<file path="config.mk">
export PLATFORM = sky130hd
export DESIGN_NAME = checker_lane_cmp
export DESIGN_NICKNAME = d
export VERILOG_FILES = /design/src/rtl/checker_lane_cmp.sv
export SDC_FILE = /design/constraint.sdc
export NUM_CORES = 1
export LEC_CHECK = 0
export ABC_AREA = 1
export BUFFER_PORTS_ARGS = -buffer_cell sky130_fd_sc_hd__buf_4
export CAP_MARGIN = 10
export CELL_PAD_IN_SITES_DETAIL_PLACEMENT = 0
export CELL_PAD_IN_SITES_GLOBAL_PLACEMENT = 1
export CORE_AREA = 2 2 39 41
export DETAILED_ROUTE_END_ITERATION = 16
export DIE_AREA = 0 0 41 43
export PLACE_DENSITY_LB_ADDON = 0.12
export SYNTH_ARGS = -nofsm -noshare
export SYNTH_HDL_FRONTEND = slang
export SYNTH_SLANG_ARGS = --single-unit
</file>
<file path="constraint.sdc">
create_clock -name vclk -period 0.8
set_input_delay 0.16 -clock vclk [all_inputs]
set_output_delay 0.16 -clock vclk [all_outputs]
set_load 0.05 [all_outputs]
</file>
<file path="src/rtl/checker_lane_cmp.sv">
// One response channel's masked compare: flags any differing bit that the mask selects.
module checker_lane_cmp #(
    parameter int unsigned DATA_WIDTH = 8
) (
    input  logic [DATA_WIDTH-1:0] resp,
    input  logic [DATA_WIDTH-1:0] exp_val,
    input  logic [DATA_WIDTH-1:0] mask,
    output logic                  mismatch
);

    assign mismatch = |((resp ^ exp_val) & mask);

endmodule

</file>
Word level (Yosys, flattened, before mapping)

Index checks and enable logic that the tools add are counted.

Register bits: 0
Latch bits: 0
RAM bits: 0
Memory bits (read-only): 0
Input bits: 24
Output and inout port bits: 1
Logic and storage cells: 3
Memories: 0

Add/sub/neg operators: 0
Multiply operators: 0
Divide/modulo/power cells: 0
Magnitude comparators: 0
Equality and inequality tests: 0
Shifts and indexed selects: 0
Mux-type cells: 0
Bitwise operators: 2
Reductions and logical operators: 1

Operators with widths:

| operator           | count |
|---|---|
| AND 8 bit          | 1 |
| OR reduction 8 bit | 1 |
| bitwise XOR 8 bit  | 1 |

Longest topological paths before layout

Gate-level depths: netlist of run 1.

Depth after elaboration: 3
Mapped depth: 6
Gate-level depth less buffers: 6

Least setup slack after synthesis of run 1

No wires, ideal clock.

Path kind: in2out
Start: in resp[5]
End: out mismatch
Arrival: 0.713 ns
Required time: 0.640 ns
Slack: -0.073 ns
Stages on the path: 6
Path buffers: 0
Cells stage by stage: inv_1 > nand2_1 > nand3_1 > nand2_1 > nor2_1 > nand2_1

Cells in the longest elaborated chain, start to end: 3

Ends and longest elaborated chain:

| element            | line | source |
|---|---|---|
| from (decl)        | 5    | `input logic [DATA_WIDTH-1:0] resp,` |
| bitwise XOR 8 bit  | 11   | `assign mismatch = \|((resp ^ exp_val) & mask);` |
| AND 8 bit          | 11   |  |
| OR reduction 8 bit | 11   |  |
| to (decl)          | 8    | `output logic mismatch` |

Every way passes these cells.

Worst setup path after layout of run 1

Start: in exp_val[1]
End: out mismatch

Cells in the longest elaborated chain, start to end: 3

Ends and longest elaborated chain:

| element            | line | source |
|---|---|---|
| from (decl)        | 6    | `input logic [DATA_WIDTH-1:0] exp_val,` |
| bitwise XOR 8 bit  | 11   |  |
| AND 8 bit          | 11   |  |
| OR reduction 8 bit | 11   |  |

Every way passes these cells.

==> summary.txt, run 1 <==
Global route
  • Vias in the first global route: 252
  • Initial antenna violation count: 0
  • Global-route wire length before repair: 862 um
  • Congestion Overflow GR: 0
  • Total GRT Usage: 6.29%
  • Largest net degree at the start of global routing: 3

Detailed routing
  • WL per Instance: 6.33 um
  • DRC Markers: 0
  • Post-route ant nets: 0
  • Iter 0 DRT Violations: 2
  • DR vias/cell: 3.64
  • Via count: 320
  • Routed wire length: 557 um
  • Drt pass-1 iters: 4

STA
  • Final hold slack: 746 ps
  • Worst slew pin tran: 83.8 ps
  • Rel. slew slack: 94.4%
  • Fin. max-slew vios: 0
  • Minimum clock period: 930 ps
  • Crit share post-route: 116%
  • Setup ws final: -130 ps
  • Final setup viols: 1
  • F_max: 1080 MHz
  • RSZ-0062 raised after global routing: true
  • Final hold viol count: 0

Die
  • Starting density of the core: 13.8%
  • Die X: 41 um
  • Die height: 43 um
  • Top-Level Pins: 25
  • Num rows: 14
  • Core Box Area: 1380 um2
  • Die area: 1760 um2

Synth
  • Synth unique cells: 5
  • Sequential area share after synthesis: 0%
  • Mapped Nets: 71
  • Syn Area/Cell: 4.07 um2
  • Xor/xnor cell area share of the yosys netlist: 0%
  • Mapped Area: 191 um2
  • Multiplexer share of the synthesized area: 0%
  • Synthesized instance count: 47
  • Synth Area in Compound Gates: 0%
  • Post-Synth Simple-Gate Area: 68.6%
  • Yosys top cell by area: nand2_1
  • Ys Warns: 0
  • Largest family of logic cells by synthesized area: simple AND/OR/NAND/NOR gates
  • Adder-cell area share of the yosys netlist: 0%
  • Synth top area share: 41.2%
  • Ranking of synthesized cells by area: nand2_1 (41%), inv_1 (31%), nand3_1 (18%), nand3_2 (5.2%), nor2_1 (3.9%)

Cells and area
  • Clock buffers: 0
  • Reg area: 0 um2
  • Fin nets: 98
  • Area Growth Syn to Fin: 155%
  • Diode count: 0
  • Share of layout cells above drive strength 1: 69.4%
  • Final design utilization: 35.3%
  • Seq_cells: 0

Min path
  • Min-delay worst type: input port to primary output

Power
  • Maximum VDD drop: 0.115 mV
  • P_sw: 0.0000892 W
  • Switching share of power: 38.3%
  • Total power: 0.000233 W
  • Sequential Power Share: 0%
  • Logic gate share of total power: 100.0%
  • Lkg Pwr: 0.290 nW
  • Pwr Density: 477 nW/um2
  • Internal power: 0.000144 W
  • Clock power share: 0%

Worst setup path
  • Worst EP arrival: 770 ps
  • Worst EP required: 640 ps
  • CP endpoint kind: primary output
  • Critical path class: input port to primary output
  • CP max FO: 2
  • CP startpoint kind: input port

Placed design
  • Detail Placement HPWL: 462 um
  • GP Congestion: 0.585
  • Quantity of I/O buffers inserted on ports: 25
  • Setup WS pre-CTS: -209 ps

Run status
  • Failing checks: negative setup slack
  • Outcome: finished, violations left

Run
  • Max_cap viols: 0

Clocking
  • Post-CTS setup buffer count: 0
  • Hold_buf cts: 0
[cell usage in the layout (no fill, tap or decap)]
master	count
buf_4	9
buf_6	15
buf_8	1
inv_2	16
nand2_1	17
nand2_2	4
nand3_1	5
nand3_2	3
nor2_2	2
[synth_stat cells]
| cell | instances |
|---|---|
| nand3_1 | 7 |
| nand3_2 | 1 |
| nand2_1 | 21 |
| inv_1 | 16 |
| nor2_1 | 2 |
[path summary, 6_finish.rpt]
kind | startpoint | end | slack (ps) | depth (start not counted)
worst max-delay path | exp_val[1] | mismatch | -130 | 8
worst min-delay path | mask[3] | mismatch | 750 | 6
[logic make-up after synthesis]
logic type,count (synthesis)
buf+inv,16
simple gates,31
[routing by layer]
metal / wire length (um) / GRT usage, % / vias to the layer above
met1: 228 / 8.23 / 125
met3: 57 / 0 / 0
met5: 0 / 0 / -
met2: 271 / 11.6 / 12
met4: 0 / 0 / 0
li1: - / - / 183
[power by group through the flow]
| stage | clock network, W | logic [W] | registers [W] |
|---|---|---|---|
| 2_1_floorplan | 0 | 0.0000718 | 0 |
| 6_report | 0 | 0.000233 | 0 |
| 5_1_grt | 0 | 0.000257 | 0 |
| 3_3_place_gp | 0 | 0.000181 | 0 |
| 4_1_cts | 0 | 0.000217 | 0 |
| 3_5_place_dp | 0 | 0.000181 | 0 |
[through the flow]
stage | instances | area [um2] | TNS (ps)
4_1_cts | 88 | 457 | -158
3_3_place_gp | 88 | 402 | -214
2_1_floorplan | 47 | 194 | 0
6_report | 88 | 488 | -130
5_1_grt | 88 | 488 | -197
3_5_place_dp | 88 | 402 | -209
[layout make-up]
class	count	area, um2
Fill cell	161	896
Timing Repair Buffer	25	251
Multi-Input combinational cell	31	156
Inverter	16	60.1
Tap cell	16	20.0
[worst max-delay path: stages]
cell and delay, ps:
buf_6 90, inv_2 30, nand2_1 40, nand3_1 60
nand2_1 60, nor2_2 110, nand2_2 70, buf_8 150
[what timing repair did]
action	4_1_cts	5_1_grt
pin swaps	13	8
gates resized for setup	30	10
setup endpoints to repair	1	1
(Power assumes the default switching activity.)
==> run 2, diff against run 1 <==
Settings changed: GPL_TIMING_DRIVEN set to 0, SETUP_SLACK_MARGIN set to 0.05.
==> run 2 against run 1 <==
The run still ends with negative setup slack left. Flip-flop and latch count unchanged. Design area grew 11%. Wire length grew 4.1%. Global-route usage did not move. Critical path depth did not move. Critical path type unchanged. Largest power group unchanged.
==> summary.txt, run 2 (same netlist as run 1, synthesis figures left out) <==
Worst setup path
  • Critical path cell sequence: buf_6, inv_8, nand2_2, nand3_2, nand2_2, nor2_2, nand2_2, buf_8 (was buf_6, inv_2, nand2_1, nand3_1, nand2_1, nor2_2, nand2_2, buf_8)
  • Worst path most repeated cell: nand2_2 (was nand2_1)
  • CP top delay family: simple AND/OR/NAND/NOR gates (unchanged)
  • Critical path class: input port to primary output (unchanged)
  • CP endpoint kind: primary output (unchanged)
  • Slowest CP cell: buf_8 (unchanged)
  • WP buf/inv: 3 (unchanged)
  • Worst EP arrival: 760 ps (was 770 ps)
  • Max incr delay on CP: 150 ps (about the same)
  • Worst EP required: 640 ps (about the same)
  • CP max FO: 2 (unchanged)
  • CP startpoint kind: input port (unchanged)

Cells and area
  • Commonest non-fill, non-tap cells in the layout: buf_6 (15), nand2_1 (13), inv_2 (11) (was nand2_1 (17), inv_2 (16), buf_6 (15))
  • Reg area: 0 um2 (unchanged)
  • Clock buffers: 0 (unchanged)
  • Fill cells: 169 (was 161)
  • Diode count: 0 (unchanged)
  • Area Growth Syn to Fin: 182% (was 155%)
  • Seq_cells: 0 (unchanged)
  • Share of layout cells above drive strength 1: 77.8% (was 69.4%)
  • Final design utilization: 39.1% (was 35.3%)
  • Combined area of the multi-input logic cells: 176 um2 (was 156 um2)
  • Fin nets: 98 (unchanged)
  • Commonest non-fill, non-tap cell in the layout: buf_6 (was nand2_1)

Die
  • Starting density of the core: 13.8% (unchanged)
  • Die X: 41 um (unchanged)
  • Top-Level Pins: 25 (unchanged)
  • Die height: 43 um (unchanged)
  • Die area: 1760 um2 (unchanged)
  • Core Box Area: 1380 um2 (unchanged)
  • Num rows: 14 (unchanged)

STA
  • Crit share post-route: 115% (was 116%)
  • F_max: 1080 MHz (about the same)
  • RSZ-0062 raised after global routing: true (unchanged)
  • Worst slew pin tran: 85.7 ps (was 83.8 ps)
  • Rel. slew slack: 94.3% (was 94.4%)
  • Minimum clock period: 924 ps (was 930 ps)
  • Final setup viols: 1 (unchanged)
  • Fin. max-slew vios: 0 (unchanged)
  • Setup ws final: -124 ps (was -130 ps)
  • Final hold viol count: 0 (unchanged)

Detailed routing
  • Iter 0 DRT Violations: 0 (was 2)
  • Routed wire length: 580 um (was 557 um)
  • DR vias/cell: 3.80 (was 3.64)
  • Post-route ant nets: 0 (unchanged)
  • Via count: 334 (was 320)
  • Drt pass-1 iters: 1 (was 4)
  • WL per Instance: 6.59 um (was 6.33 um)
  • DRC Markers: 0 (unchanged)

Clocking
  • Hold_buf cts: 0 (unchanged)
  • Post-CTS setup buffer count: 0 (unchanged)

Global route
  • Congestion Overflow GR: 0 (unchanged)
  • Total GRT Usage: 6.29% (unchanged)
  • Vias in the first global route: 253 (was 252)
  • Largest net degree at the start of global routing: 3 (unchanged)
  • Global-route wire length before repair: 841 um (was 862 um)
  • Initial antenna violation count: 0 (unchanged)

Run status
  • Outcome: finished, violations left (unchanged)
  • Failing checks: negative setup slack (unchanged)

Placed design
  • Detail Placement HPWL: 543 um (was 462 um)
  • Setup WS pre-CTS: -224 ps (was -209 ps)
  • GP Congestion: 0.521 (was 0.585)
  • Quantity of I/O buffers inserted on ports: 25 (unchanged)

Min path
  • Min-delay worst type: input port to primary output (unchanged)

Power
  • Maximum VDD drop: 0.195 mV (was 0.115 mV)
  • Lkg Pwr: 0.303 nW (was 0.290 nW)
  • Pwr Density: 486 nW/um2 (was 477 nW/um2)

Run
  • Max_cap viols: 0 (unchanged)
run 2: cell counts in the layout (fill, tap and decap cells not counted):
No cell type changed its count.
run 2: repair_timing:
item | in CTS | in global routing
pin swaps | 17 | 8
gates resized for setup | 24 | 6
setup endpoints to repair | 1 | 1
run 2: through the flow:
| step | area [um2] | setup TNS [ps] | power, W | std cells | hold slack, ps |
|---|---|---|---|---|---|
| floorplan | 256 | 0 | 0.0000942 | 47 | 648 |
| global placement | 464 | -217 | 0.000220 | 88 | 773 |
| finish | 541 | -124 | 0.000263 | 88 | 753 |
| CTS | 523 | -159 | 0.000255 | 88 | 769 |
| global route | 541 | -184 | 0.000286 | 88 | 796 |
| detailed placement | 464 | -224 | 0.000220 | 88 | 775 |
run 2: path summary, 6_finish.rpt:
path	start	to	slack, ps	cells past startpoint
min	mask[1]	mismatch	750	6
max	exp_val[7]	mismatch	-120	8
run 2: power breakdown:
group	switching (W)	internal, W
combinational	0.000107	0.000156
clock	0	0
sequential	0	0
run 2: layout make-up:
cell class	instances	share of cell area, %
multi-input cells	31	32.6
inverters	16	17.1
repair buffers	25	46.5
well taps	16	3.70
run 2: tightest hold or removal path: cells and delay by family:
| kind | cells | cell delay, ps |
|---|---|---|
| simple gates | 4 | 220 |
| buf+inv | 2 | 220 |
run 2: metal layers:
layer | global-route usage [%] | vias up | wire [um] | part of all wire [%]
li1 | - | 185 | - | -
met1 | 9.49 | 128 | 234 | 40
met2 | 10.3 | 21 | 258 | 44
met3 | 0 | 0 | 87 | 15
met4 | 0 | 0 | 0 | 0
met5 | 0 | - | 0 | 0
